`config.mk`:
```
export PLATFORM = sky130hd
export DESIGN_NAME = instruction_loader_flat
export DESIGN_NICKNAME = d
export VERILOG_FILES = /design/src/rtl/instruction_loader_if.sv /design/src/rtl/instruction_loader.sv /design/src/flat_wrapper.sv
export SDC_FILE = /design/constraint.sdc
export NUM_CORES = 1
export LEC_CHECK = 0
export BUFFER_PORTS_ARGS = -buffer_cell sky130_fd_sc_hd__buf_2
export CAP_MARGIN = 40
export CELL_PAD_IN_SITES_DETAIL_PLACEMENT = 1
export CELL_PAD_IN_SITES_GLOBAL_PLACEMENT = 2
export CORE_MARGIN = 8
export CORE_UTILIZATION = 35
export DETAILED_ROUTE_END_ITERATION = 8
export PLACE_DENSITY_LB_ADDON = 0.12
export SLEW_MARGIN = 5
export SYNTH_ARGS = -nofsm -noshare
export SYNTH_HDL_FRONTEND = slang
export SYNTH_SLANG_ARGS = --single-unit
```
`constraint.sdc`:
```
create_clock -name i_clk -period 2.3 [get_ports i_clk]
set_input_delay 0.46 -clock i_clk [delete_from_list [all_inputs] [get_ports i_clk]]
set_output_delay 0.46 -clock i_clk [all_outputs]
set_load 0.02 [all_outputs]
```
`src/rtl/instruction_loader_if.sv`:
```
// Loader-side bus: UART byte input plus the instruction-memory write port and load status.
interface instruction_loader_if #(
  parameter int INST_SZ   = 32,
  parameter int BYTE_SZ   = 8,
  parameter int ADDR_SZ   = 32,
  parameter int MEM_DEPTH = 64
);
  localparam int CNT_W = $clog2(MEM_DEPTH) + 1;

  logic [BYTE_SZ-1:0] i_rx_data;
  logic               i_rx_done;
  logic               o_write;
  logic [INST_SZ-1:0] o_instruction;
  logic [ADDR_SZ-1:0] o_inst_addr;
  logic [CNT_W-1:0]   o_inst_count;
  logic               o_busy;
  logic               o_load_done;
  logic               o_overflow;

  modport master (
    input  i_rx_data, i_rx_done,
    output o_write, o_instruction, o_inst_addr, o_inst_count,
           o_busy, o_load_done, o_overflow
  );

  modport slave (
    output i_rx_data, i_rx_done,
    input  o_write, o_instruction, o_inst_addr, o_inst_count,
           o_busy, o_load_done, o_overflow
  );
endinterface

```
`src/rtl/instruction_loader.sv`:
```
// Packs MSB-first UART bytes into words and writes them to instruction memory; strobe follows the 4th-byte edge.
// No backpressure: one byte per cycle is absorbed, including the byte that lands during a write cycle.
module instruction_loader #(
  parameter int                 INST_SZ   = 32,
  parameter int                 BYTE_SZ   = 8,
  parameter int                 ADDR_SZ   = 32,
  parameter int                 MEM_DEPTH = 64,
  parameter logic [BYTE_SZ-1:0] CMD_LOAD  = 8'h4C,
  parameter logic [INST_SZ-1:0] HALT_WORD = 32'hFFFFFFFF
) (
  input logic                  i_clk,
  input logic                  i_reset,
  instruction_loader_if.master bus
);
  localparam int BYTES  = INST_SZ / BYTE_SZ;
  localparam int BCNT_W = $clog2(BYTES);
  localparam int CNT_W  = $clog2(MEM_DEPTH) + 1;
  localparam logic [BCNT_W-1:0] LAST_BYTE = BCNT_W'(BYTES - 1);
  localparam logic [CNT_W-1:0]  DEPTH     = CNT_W'(MEM_DEPTH);

  typedef enum logic [1:0] {IDLE, RECEIVE, WRITE, DONE} state_t;

  state_t              state_q, state_d;
  logic [BCNT_W-1:0]   byte_cnt_q, byte_cnt_d;
  logic [CNT_W-1:0]    word_cnt_q, word_cnt_d;
  logic [INST_SZ-1:0]  shift_q, shift_d;
  logic [INST_SZ-1:0]  inst_q, inst_d;
  logic [ADDR_SZ-1:0]  addr_q, addr_d;
  logic                ovf_q, ovf_d;
  logic                write_q, busy_q, done_q;
  logic [INST_SZ-1:0]  shifted;

  assign shifted = {shift_q[INST_SZ-BYTE_SZ-1:0], bus.i_rx_data};

  always_comb begin
    state_d    = state_q;
    byte_cnt_d = byte_cnt_q;
    word_cnt_d = word_cnt_q;
    shift_d    = shift_q;
    inst_d     = inst_q;
    addr_d     = addr_q;
    ovf_d      = ovf_q;
    unique case (state_q)
      IDLE, DONE: begin
        if (bus.i_rx_done && bus.i_rx_data == CMD_LOAD) begin
          state_d    = RECEIVE;
          byte_cnt_d = '0;
          word_cnt_d = '0;
          ovf_d      = 1'b0;
        end
      end
      RECEIVE: begin
        if (bus.i_rx_done) begin
          shift_d = shifted;
          if (byte_cnt_q == LAST_BYTE) begin
            byte_cnt_d = '0;
            state_d    = WRITE;
            inst_d     = shifted;
            addr_d     = ADDR_SZ'({word_cnt_q, 2'b00});
          end else begin
            byte_cnt_d = byte_cnt_q + 1'b1;
          end
        end
      end
      WRITE: begin
        // A byte arriving now is byte 0 of the next word; byte_cnt is 0 here so it cannot complete a word.
        if (bus.i_rx_done) begin
          shift_d    = shifted;
          byte_cnt_d = byte_cnt_q + 1'b1;
        end
        word_cnt_d = word_cnt_q + 1'b1;
        if (inst_q == HALT_WORD) begin
          state_d = DONE;
        end else if (word_cnt_q + 1'b1 == DEPTH) begin
          state_d = DONE;
          ovf_d   = 1'b1;
        end else begin
          state_d = RECEIVE;
        end
      end
      default: state_d = IDLE;
    endcase
  end

  always_ff @(posedge i_clk or negedge i_reset) begin
    if (!i_reset) begin
      state_q    <= IDLE;
      byte_cnt_q <= '0;
      word_cnt_q <= '0;
      shift_q    <= '0;
      inst_q     <= '0;
      addr_q     <= '0;
      ovf_q      <= 1'b0;
      write_q    <= 1'b0;
      busy_q     <= 1'b0;
      done_q     <= 1'b0;
    end else begin
      state_q    <= state_d;
      byte_cnt_q <= byte_cnt_d;
      word_cnt_q <= word_cnt_d;
      shift_q    <= shift_d;
      inst_q     <= inst_d;
      addr_q     <= addr_d;
      ovf_q      <= ovf_d;
      write_q    <= (state_d == WRITE);
      busy_q     <= (state_d == RECEIVE) || (state_d == WRITE);
      done_q     <= (state_d == DONE);
    end
  end

  assign bus.o_write       = write_q;
  assign bus.o_instruction = inst_q;
  assign bus.o_inst_addr   = addr_q;
  assign bus.o_inst_count  = word_cnt_q;
  assign bus.o_busy        = busy_q;
  assign bus.o_load_done   = done_q;
  assign bus.o_overflow    = ovf_q;
endmodule

```
`src/flat_wrapper.sv`:
```
// flat-port wrapper written by rule: the top's interface ports become plain ports
module instruction_loader_flat 
#(
  parameter int                 INST_SZ   = 32,
  parameter int                 BYTE_SZ   = 8,
  parameter int                 ADDR_SZ   = 32,
  parameter int                 MEM_DEPTH = 64,
  parameter logic [BYTE_SZ-1:0] CMD_LOAD  = 8'h4C,
  parameter logic [INST_SZ-1:0] HALT_WORD = 32'hFFFFFFFF
)
  (i_clk, i_reset, bus_i_rx_data, bus_i_rx_done, bus_o_write, bus_o_instruction, bus_o_inst_addr, bus_o_inst_count, bus_o_busy, bus_o_load_done, bus_o_overflow);
  instruction_loader_if #(.INST_SZ(INST_SZ), .BYTE_SZ(BYTE_SZ), .ADDR_SZ(ADDR_SZ), .MEM_DEPTH(MEM_DEPTH)) bus_i ();
  input logic i_clk;
  input logic i_reset;
  input wire logic [$bits(bus_i.i_rx_data)-1:0] bus_i_rx_data;
  input wire logic [$bits(bus_i.i_rx_done)-1:0] bus_i_rx_done;
  output wire logic [$bits(bus_i.o_write)-1:0] bus_o_write;
  output wire logic [$bits(bus_i.o_instruction)-1:0] bus_o_instruction;
  output wire logic [$bits(bus_i.o_inst_addr)-1:0] bus_o_inst_addr;
  output wire logic [$bits(bus_i.o_inst_count)-1:0] bus_o_inst_count;
  output wire logic [$bits(bus_i.o_busy)-1:0] bus_o_busy;
  output wire logic [$bits(bus_i.o_load_done)-1:0] bus_o_load_done;
  output wire logic [$bits(bus_i.o_overflow)-1:0] bus_o_overflow;
  assign bus_i.i_rx_data = bus_i_rx_data;
  assign bus_i.i_rx_done = bus_i_rx_done;
  assign bus_o_write = bus_i.o_write;
  assign bus_o_instruction = bus_i.o_instruction;
  assign bus_o_inst_addr = bus_i.o_inst_addr;
  assign bus_o_inst_count = bus_i.o_inst_count;
  assign bus_o_busy = bus_i.o_busy;
  assign bus_o_load_done = bus_i.o_load_done;
  assign bus_o_overflow = bus_i.o_overflow;
  instruction_loader #(.INST_SZ(INST_SZ), .BYTE_SZ(BYTE_SZ), .ADDR_SZ(ADDR_SZ), .MEM_DEPTH(MEM_DEPTH), .CMD_LOAD(CMD_LOAD), .HALT_WORD(HALT_WORD)) u_core (.i_clk(i_clk), .i_reset(i_reset), .bus(bus_i));
endmodule
```
==> reports/results.tsv, run 1 <==
metric	value	unit
area_of_the_placeable_core	0.00973	mm^2
synthCells	265	
crit_path_cell_trace	ha_1 -> nor4_1 -> a31oi_1 -> nor4b_2 -> a221o_1 -> ha_1	
route.detailed.wl_per_inst	16.9	um
post-route-drc-count	0	
grt_remaining_overflow	0	
clockBufferDepth	2	
slew_headroom	0.622	
dp.cells	455	
timing.critical_path.arrival	2.30	ns
critPathCaptureType	flop	
gp_routability_congestion	0.709	
cell_types_with_the_largest_area_share_after_synthesis	dfrtp_1 (56%), mux2_2 (20%), buf_4 (5.4%), ha_1 (2.5%), nand4_1 (1.4%)	
setup_repair_after_global_routing_missed_its_margin	false	
crit_type	reg2reg	
critPathTopFamily	simple AND/OR/NAND/NOR gates	
post_route_cells_drive_above_1_share	0.473	
ys_seq_elements	78	
n_antenna_cell	0	
fin_crit_sh	0.902	
timing.critical_path.from_type	flop	
final_max_slew_viol_count	0	
max_freq	0.482	GHz
initial_utilization	0.360	
r2r_cells	6	
vias_in_the_first_global_route	2410	
max_stage_delay	0.49	ns
synthToLayoutAreaGrowth	18.9	%
hold_buffers	0	
cts_inserted_buffers	9	
timing.critical_path.required	2.52	ns
power.static_leakage	2.11	nW
grt_util_met2	0.205	
cts.sinks	78	
synthDominantCellAreaShare	0.557	
wire_length_of_the_first_global_routing_pass	12.7	mm
ff2ff_setup_slack	0.23	ns
detailedRoute.firstPassIterationCount	4	
hold_viol_final	0	
groute.layer.met3.usage	0.0365	
edff_count_synth	0	
numPortBuffers	60	
cts_setup_buffers	0	
gr_peak_layer	met2	
postLayoutCellArea	0.00417	mm^2
fin_worst_skew	0.00753	ns
crit_slowest_cell	dfrtp_1	
cts_tree	yes	
drt_iter0_markers	57	
worstMarginPinSlew	0.556	ns
syn_avg_cell_area	13.2	um^2
pin_count	86	
final.min_clock_period	2.07	ns
grt_antenna_before_repair	0	
place_hpwl	5.77	mm
floorplan.die.width	116	um
yosys_warnings	0	
htreeDepth	3	
outcome	finished, final reports clean	
setup_viol	0	
total_via_count_in_the_routed_design	2182	
route.antenna.remaining_nets	0	
final_net_count	351	
clock_latency	0.34	ns
post-synth-top-area-cell	dfrtp_1	
crit_buf_inv	0	
post_synth_top_flop	dfrtp_1	
timing.max_cap.violations	0	
grt_usage	0.123	
r2r_end	u_core.bus.o_busy$_DFF_PN0_	
core.rowCount	36	
post_cts_resized	0	
cts.root.buffer_cell	clkbuf_8	
final_wirelength	7.96	mm
post_synth_num_cell_types	39	
placed_area	0.00392	mm^2
finish.cell_count_without_fillers	471	
most_prevalent_standard_cell_on_the_critical_path	ha_1	
worstPathMaxFanout	9	
grt_start_max_net_pins	45	
irDropWorstVdd	0.518	mV
grtUsageMet1	0.145	
synth.yosys.seq_area_share	0.557	
die_area	0.0135	mm^2
power.density	1180	mW/mm^2
regToRegStartpoint	u_core.bus.o_inst_count[0]$_DFFE_PN0P_	
ys_async_sr_fraction	1.00	
cts.reportedPaths.clkPinSlew	0.08	ns
vias_per_cell	4.63	
setup-tns-final	0	ns
cell_area_synth	0.00351	mm^2
worst_hold_path_type	in2async	
floorplan.die.height	116	um
synthesized netlist by cell type, types with 2 or more instances:
cell / n
buf_4: 25
nand2_1: 12
nand3_1: 4
nor3_1: 2
o21ai_0: 10
nor4_2: 2
buf_2: 6
a21oi_1: 4
nor2b_1: 3
nor2_1: 4
mux2_2: 63
xor2_1: 4
inv_1: 5
dfrtp_1: 78
a221o_1: 2
ha_1: 7
nor4_1: 3
clkbuf_1: 3
nand4_1: 8
cells by family after synthesis:
group           after synthesis  share of synthesized area
simple gates                 45                     0.0757
xor+xnor                      4                    0.00999
fa+ha+maj                     7                     0.0250
other cells                   1                    0.00107
mux                          64                      0.206
buf+inv                      41                     0.0732
compound gates               25                     0.0521
flops                        78                      0.557
stage by stage:
stage | power [W] | utilization | setup slack (ns) | hold slack, ns
2_1_floorplan | 0.00319 | - | 0.284 | 0.164
3_3_place_gp | 0.00373 | 0.403 | 0.206 | 0.451
3_5_place_dp | 0.00376 | 0.403 | 0.202 | 0.453
4_1_cts | 0.00504 | 0.428 | 0.202 | 0.0718
5_1_grt | 0.00525 | 0.428 | 0.0179 | 0.0868
6_report | 0.00493 | 0.428 | 0.226 | 0.0657
flip-flops by register name, summed over array words and instances (netlist names):
register / count
u_core.bus.o_write: 1
u_core.bus.o_load_done: 1
u_core.state_q: 2
u_core.bus.o_inst_count: 7
u_core.shift_q: 24
u_core.bus.o_inst_addr: 7
u_core.bus.o_instruction: 32
u_core.byte_cnt_q: 2
u_core.bus.o_overflow: 1
u_core.bus.o_busy: 1
layer usage:
layer,part of all wire,routed length [um],vias up
met5,0,0,-
met4,0.010,82,0
met3,0.059,468,6
met2,0.51,4060,47
met1,0.42,3350,1110
li1,-,-,1019
layout by cell type (no fill, tap or decap), types with 3 or more instances in the layout:
cell and n:
dfrtp_1 78, mux2_2 63, buf_2 59, conb_1 25
nand2_1 12, o21ai_0 10, clkbuf_8 9, nand4_1 8
ha_1 7, buf_4 7, inv_1 5, a21oi_1 4
nor2_1 4, xor2_1 4, nor4_1 3, nand3_1 3
bufinv_16 3
area by class of cell:
class	instances	area, um^2
fillers	1065	5560
clock inverters	7	120
flip-flops and latches	78	1950
repair buffers	68	388
clock buffers	9	124
well taps	133	166
inverters	6	22.5
multi-input cells	170	1400
how the worst max path moves through the flow:
stage                                           startpoint                          end  slack (ns)  cells after the start
finish              u_core.bus.o_inst_count[0]$_DFFE_PN0P_  u_core.bus.o_busy$_DFF_PN0_        0.23                      6
global route        u_core.bus.o_inst_count[0]$_DFFE_PN0P_  u_core.bus.o_busy$_DFF_PN0_        0.02                      6
CTS                 u_core.bus.o_inst_count[0]$_DFFE_PN0P_  u_core.bus.o_busy$_DFF_PN0_        0.20                      6
detailed placement                        bus_i_rx_data[5]  u_core.bus.o_busy$_DFF_PN0_        0.20                      6
global placement                          bus_i_rx_data[5]  u_core.bus.o_busy$_DFF_PN0_        0.21                      6
floorplan           u_core.bus.o_inst_count[0]$_DFFE_PN0P_  u_core.bus.o_busy$_DFF_PN0_        0.28                      6
report_power, final:
group	internal (W)	total [W]	switching, W
sequential	0.00186	0.00222	0.000360
clock	0.000725	0.00124	0.000517
combinational	0.000681	0.00147	0.000790
total	0.00327	0.00493	0.00167
(Power assumes the default switching activity.)
==> run 2, diff against run 1 <==
--- a/config.mk
+++ b/config.mk
@@ -5,14 +5,16 @@
 export SDC_FILE = /design/constraint.sdc
 export NUM_CORES = 1
 export LEC_CHECK = 0
+export ABC_AREA = 1
 export BUFFER_PORTS_ARGS = -buffer_cell sky130_fd_sc_hd__buf_2
 export CAP_MARGIN = 40
 export CELL_PAD_IN_SITES_DETAIL_PLACEMENT = 1
 export CELL_PAD_IN_SITES_GLOBAL_PLACEMENT = 2
 export CORE_MARGIN = 8
-export CORE_UTILIZATION = 35
+export CORE_UTILIZATION = 32
 export DETAILED_ROUTE_END_ITERATION = 8
 export PLACE_DENSITY_LB_ADDON = 0.12
+export REMOVE_ABC_BUFFERS = 1
 export SLEW_MARGIN = 5
 export SYNTH_ARGS = -nofsm -noshare
 export SYNTH_HDL_FRONTEND = slang
==> run 2 against run 1 <==
Against the previous run: sequential power shrank 5%; design area fell by 4.6%; setup slack improved by 0.12 ns; count of clock-buffer cells in the layout grew 3; hold slack better by 0.029 ns; non-clock buffer count shrank 5; fmax grew 5.9%; clock power is 25% lower; first-iteration DRC count is 120% higher; global-route usage down 0.46 points; clock skew is 0.0059 ns higher; largest cell class unchanged; highest routed layer unchanged.
==> reports/results.tsv, run 2 <==
metric	value	unit
final_max_slew_viol_count	0	
synth.yosys.seq_area_share	0.568	
cts_tree	yes	
outcome	finished, final reports clean	
floorplan.die.width	120	um
grt_remaining_overflow	0	
vias_per_cell	4.40	
crit_type	reg2reg	
ys_async_sr_fraction	1.00	
timing.critical_path.required	2.53	ns
numPortBuffers	60	
cts_inserted_buffers	9	
fin_crit_sh	0.851	
cts_setup_buffers	0	
grt_start_max_net_pins	79	
initial_utilization	0.323	
grt_usage	0.118	
yosys_warnings	0	
hold_buffers	0	
post_synth_num_cell_types	24	
total_via_count_in_the_routed_design	2514	
floorplan.die.height	120	um
dp.cells	556	
post_route_cells_drive_above_1_share	0.213	
post_cts_resized	0	
worstPathMaxFanout	8	
vias_in_the_first_global_route	2681	
seq_power_share	0.476	
pin_count	86	
power.share.switching	0.387	
clockBufferDepth	2	
largest_register_ffs	32	
power.density	1120	mW/mm^2
core.rowCount	38	
n_antenna_cell	0	
syn_avg_cell_area	9.37	um^2
route.detailed.wl_per_inst	14.3	um
cell_types_with_the_largest_area_share_after_synthesis	dfrtp_1 (57%), o21ai_0 (9.5%), nand2_1 (8.7%), buf_4 (5.5%), inv_1 (4.6%)	
post-route-drc-count	0	
slew_headroom	0.560	
timing.critical_path.arrival	2.19	ns
net-switching-power	0.00172	W
irDropWorstVdd	0.359	mV
power_report.internal_total	0.00272	W
synthCells	367	
edff_count_synth	0	
mostFrequentLayoutCells	nand2_1 (80), dfrtp_1 (78), o21ai_0 (65)	
htreeDepth	3	
cts.root.buffer_cell	clkbuf_8	
synth.most_common_cell	nand2_1	
post-synth-top-area-cell	dfrtp_1	
drt_iter0_markers	127	
clockPowerShare	0.210	
post_synth_top_flop	dfrtp_1	
finish.cell_count_without_fillers	571	
synthToLayoutAreaGrowth	15.7	%
critPathCaptureType	flop	
power.static_leakage	2.10	nW
timing.critical_path.from_type	flop	
grt_antenna_before_repair	0	
timing.max_cap.violations	0	
wire_length_of_the_first_global_routing_pass	13.6	mm
place_hpwl	5.72	mm
most_common_cell_after_layout_fill_and_taps_aside	nand2_1	
setup_repair_after_global_routing_missed_its_margin	false	
setup_viol	0	
comb_power_share	0.314	
final.min_clock_period	1.96	ns
worst_hold_path_type	in2async	
final_net_count	445	
post-layout-total-power	0.00444	W
area_of_the_placeable_core	0.0107	mm^2
die_area	0.0143	mm^2
worstMarginPinSlew	0.660	ns
ys_seq_elements	78	
cell_area_synth	0.00344	mm^2
yosys-top-cells-count	nand2_1 (80), dfrtp_1 (78), o21ai_0 (65), inv_1 (42), buf_4 (25)	
detailedRoute.firstPassIterationCount	4	
final_wirelength	8.18	mm
dp_worst_slack	0.281	ns
cts.sinks	78	
hold_viol_final	0	
finalWorstSetupSlack	0.342	ns
clock_latency	0.35	ns
fin_worst_skew	0.0134	ns
synthDominantCellAreaShare	0.568	
gp_routability_congestion	0.773	
fin_worst_hold_slack	0.0945	ns
route.antenna.remaining_nets	0	
max_freq	0.511	GHz
cts.reportedPaths.clkPinSlew	0.09	ns
run 2: cell count changes in the layout (fill, tap and decap cells not counted), sizes merged, moves of 5 or more:
cell | previous run | this run
buf | 68 | 63
mux2 | 63 | 9
o21ai | 10 | 65
nand2 | 13 | 82
nand3 | 4 | 13
nor2 | 4 | 11
nor4 | 5 | 0
inv | 7 | 42
run 2: kinds of logic (layout without fill, tap and decap cells):
| group | after synthesis | after routing | share of synthesized area |
|---|---|---|---|
| other | 1 | 25 | 0.00109 |
| AO/OA/AOI/OAI | 72 | 72 | 0.109 |
| flip-flops | 78 | 78 | 0.568 |
| XOR/XNOR | 1 | 1 | 0.00255 |
| multiplexers | 9 | 9 | 0.0295 |
| AND/OR/NAND/NOR | 118 | 118 | 0.146 |
| adder cells (fa/ha/maj) | 7 | 7 | 0.0255 |
| buffers and inverters | 81 | 121 | 0.118 |
run 2: stage by stage:
stage	TNS [ns]	cell area, um^2	util
floorplan	-2.36	3280	-
global placement	0	3800	0.357
detailed placement	0	3800	0.357
CTS	0	3980	0.373
global route	0	3980	0.373
finish	0	3980	0.373
run 2: final timing paths:
kind	from	end	slack, ns	cells past startpoint
max	u_core.bus.o_inst_count[0]$_DFFE_PN0P_	u_core.bus.o_busy$_DFF_PN0_	0.34	12
min	i_reset	u_core.bus.o_instruction[3]$_DFFE_PN0P_	0.09	2
min in group i_clk	bus_i_rx_data[0]	u_core.shift_q[0]$_DFFE_PN0P_	0.38	3
max in group asynchronous	i_reset	u_core.bus.o_instruction[22]$_DFFE_PN0P_	1.84	2
min reg2reg	u_core.bus.o_inst_addr[7]$_DFFE_PN0P_	u_core.bus.o_inst_addr[7]$_DFFE_PN0P_	0.48	2
max reg2reg	u_core.bus.o_inst_count[0]$_DFFE_PN0P_	u_core.bus.o_busy$_DFF_PN0_	0.34	12
run 2: layer usage:
metal / GRT usage / wire, um / vias up
met1: 0.156 / 4050 / 1184
met2: 0.174 / 3500 / 66
met3: 0.0399 / 510 / 10
met4: 0.0492 / 122 / 0
li1: - / - / 1254
met5: 0 / 0 / -
run 2: power groups by stage:
stage               clock network [W]  registers, W  logic [W]
floorplan                           0       0.00237   0.000633
global placement                    0       0.00214    0.00139
detailed placement                  0       0.00215    0.00143
CTS                          0.000983       0.00212    0.00144
global route                  0.00102       0.00218    0.00160
finish                       0.000932       0.00211    0.00140
run 2: cell type report:
class                           count  area [um^2]
Sequential cell                    78         1950
Tap cell                          140          175
Multi-Input combinational cell    232         1170
Fill cell                        1301         6670
Inverter                           43          163
Clock inverter                      3         20.0
Timing Repair Buffer               63          338
Clock buffer                       12          155
run 2: worst max-delay path, cell delays in order (launching register included):
cell and delay (ns):
dfrtp_1 0.47, ha_1 0.26, nand3_1 0.12, o21bai_1 0.15, nand2_1 0.09, nor2_1 0.10, nand2_1 0.07, nand2_1 0.06
nand2_1 0.05, nand2_1 0.07, nand2_1 0.06, nand2_1 0.09, ha_1 0.24
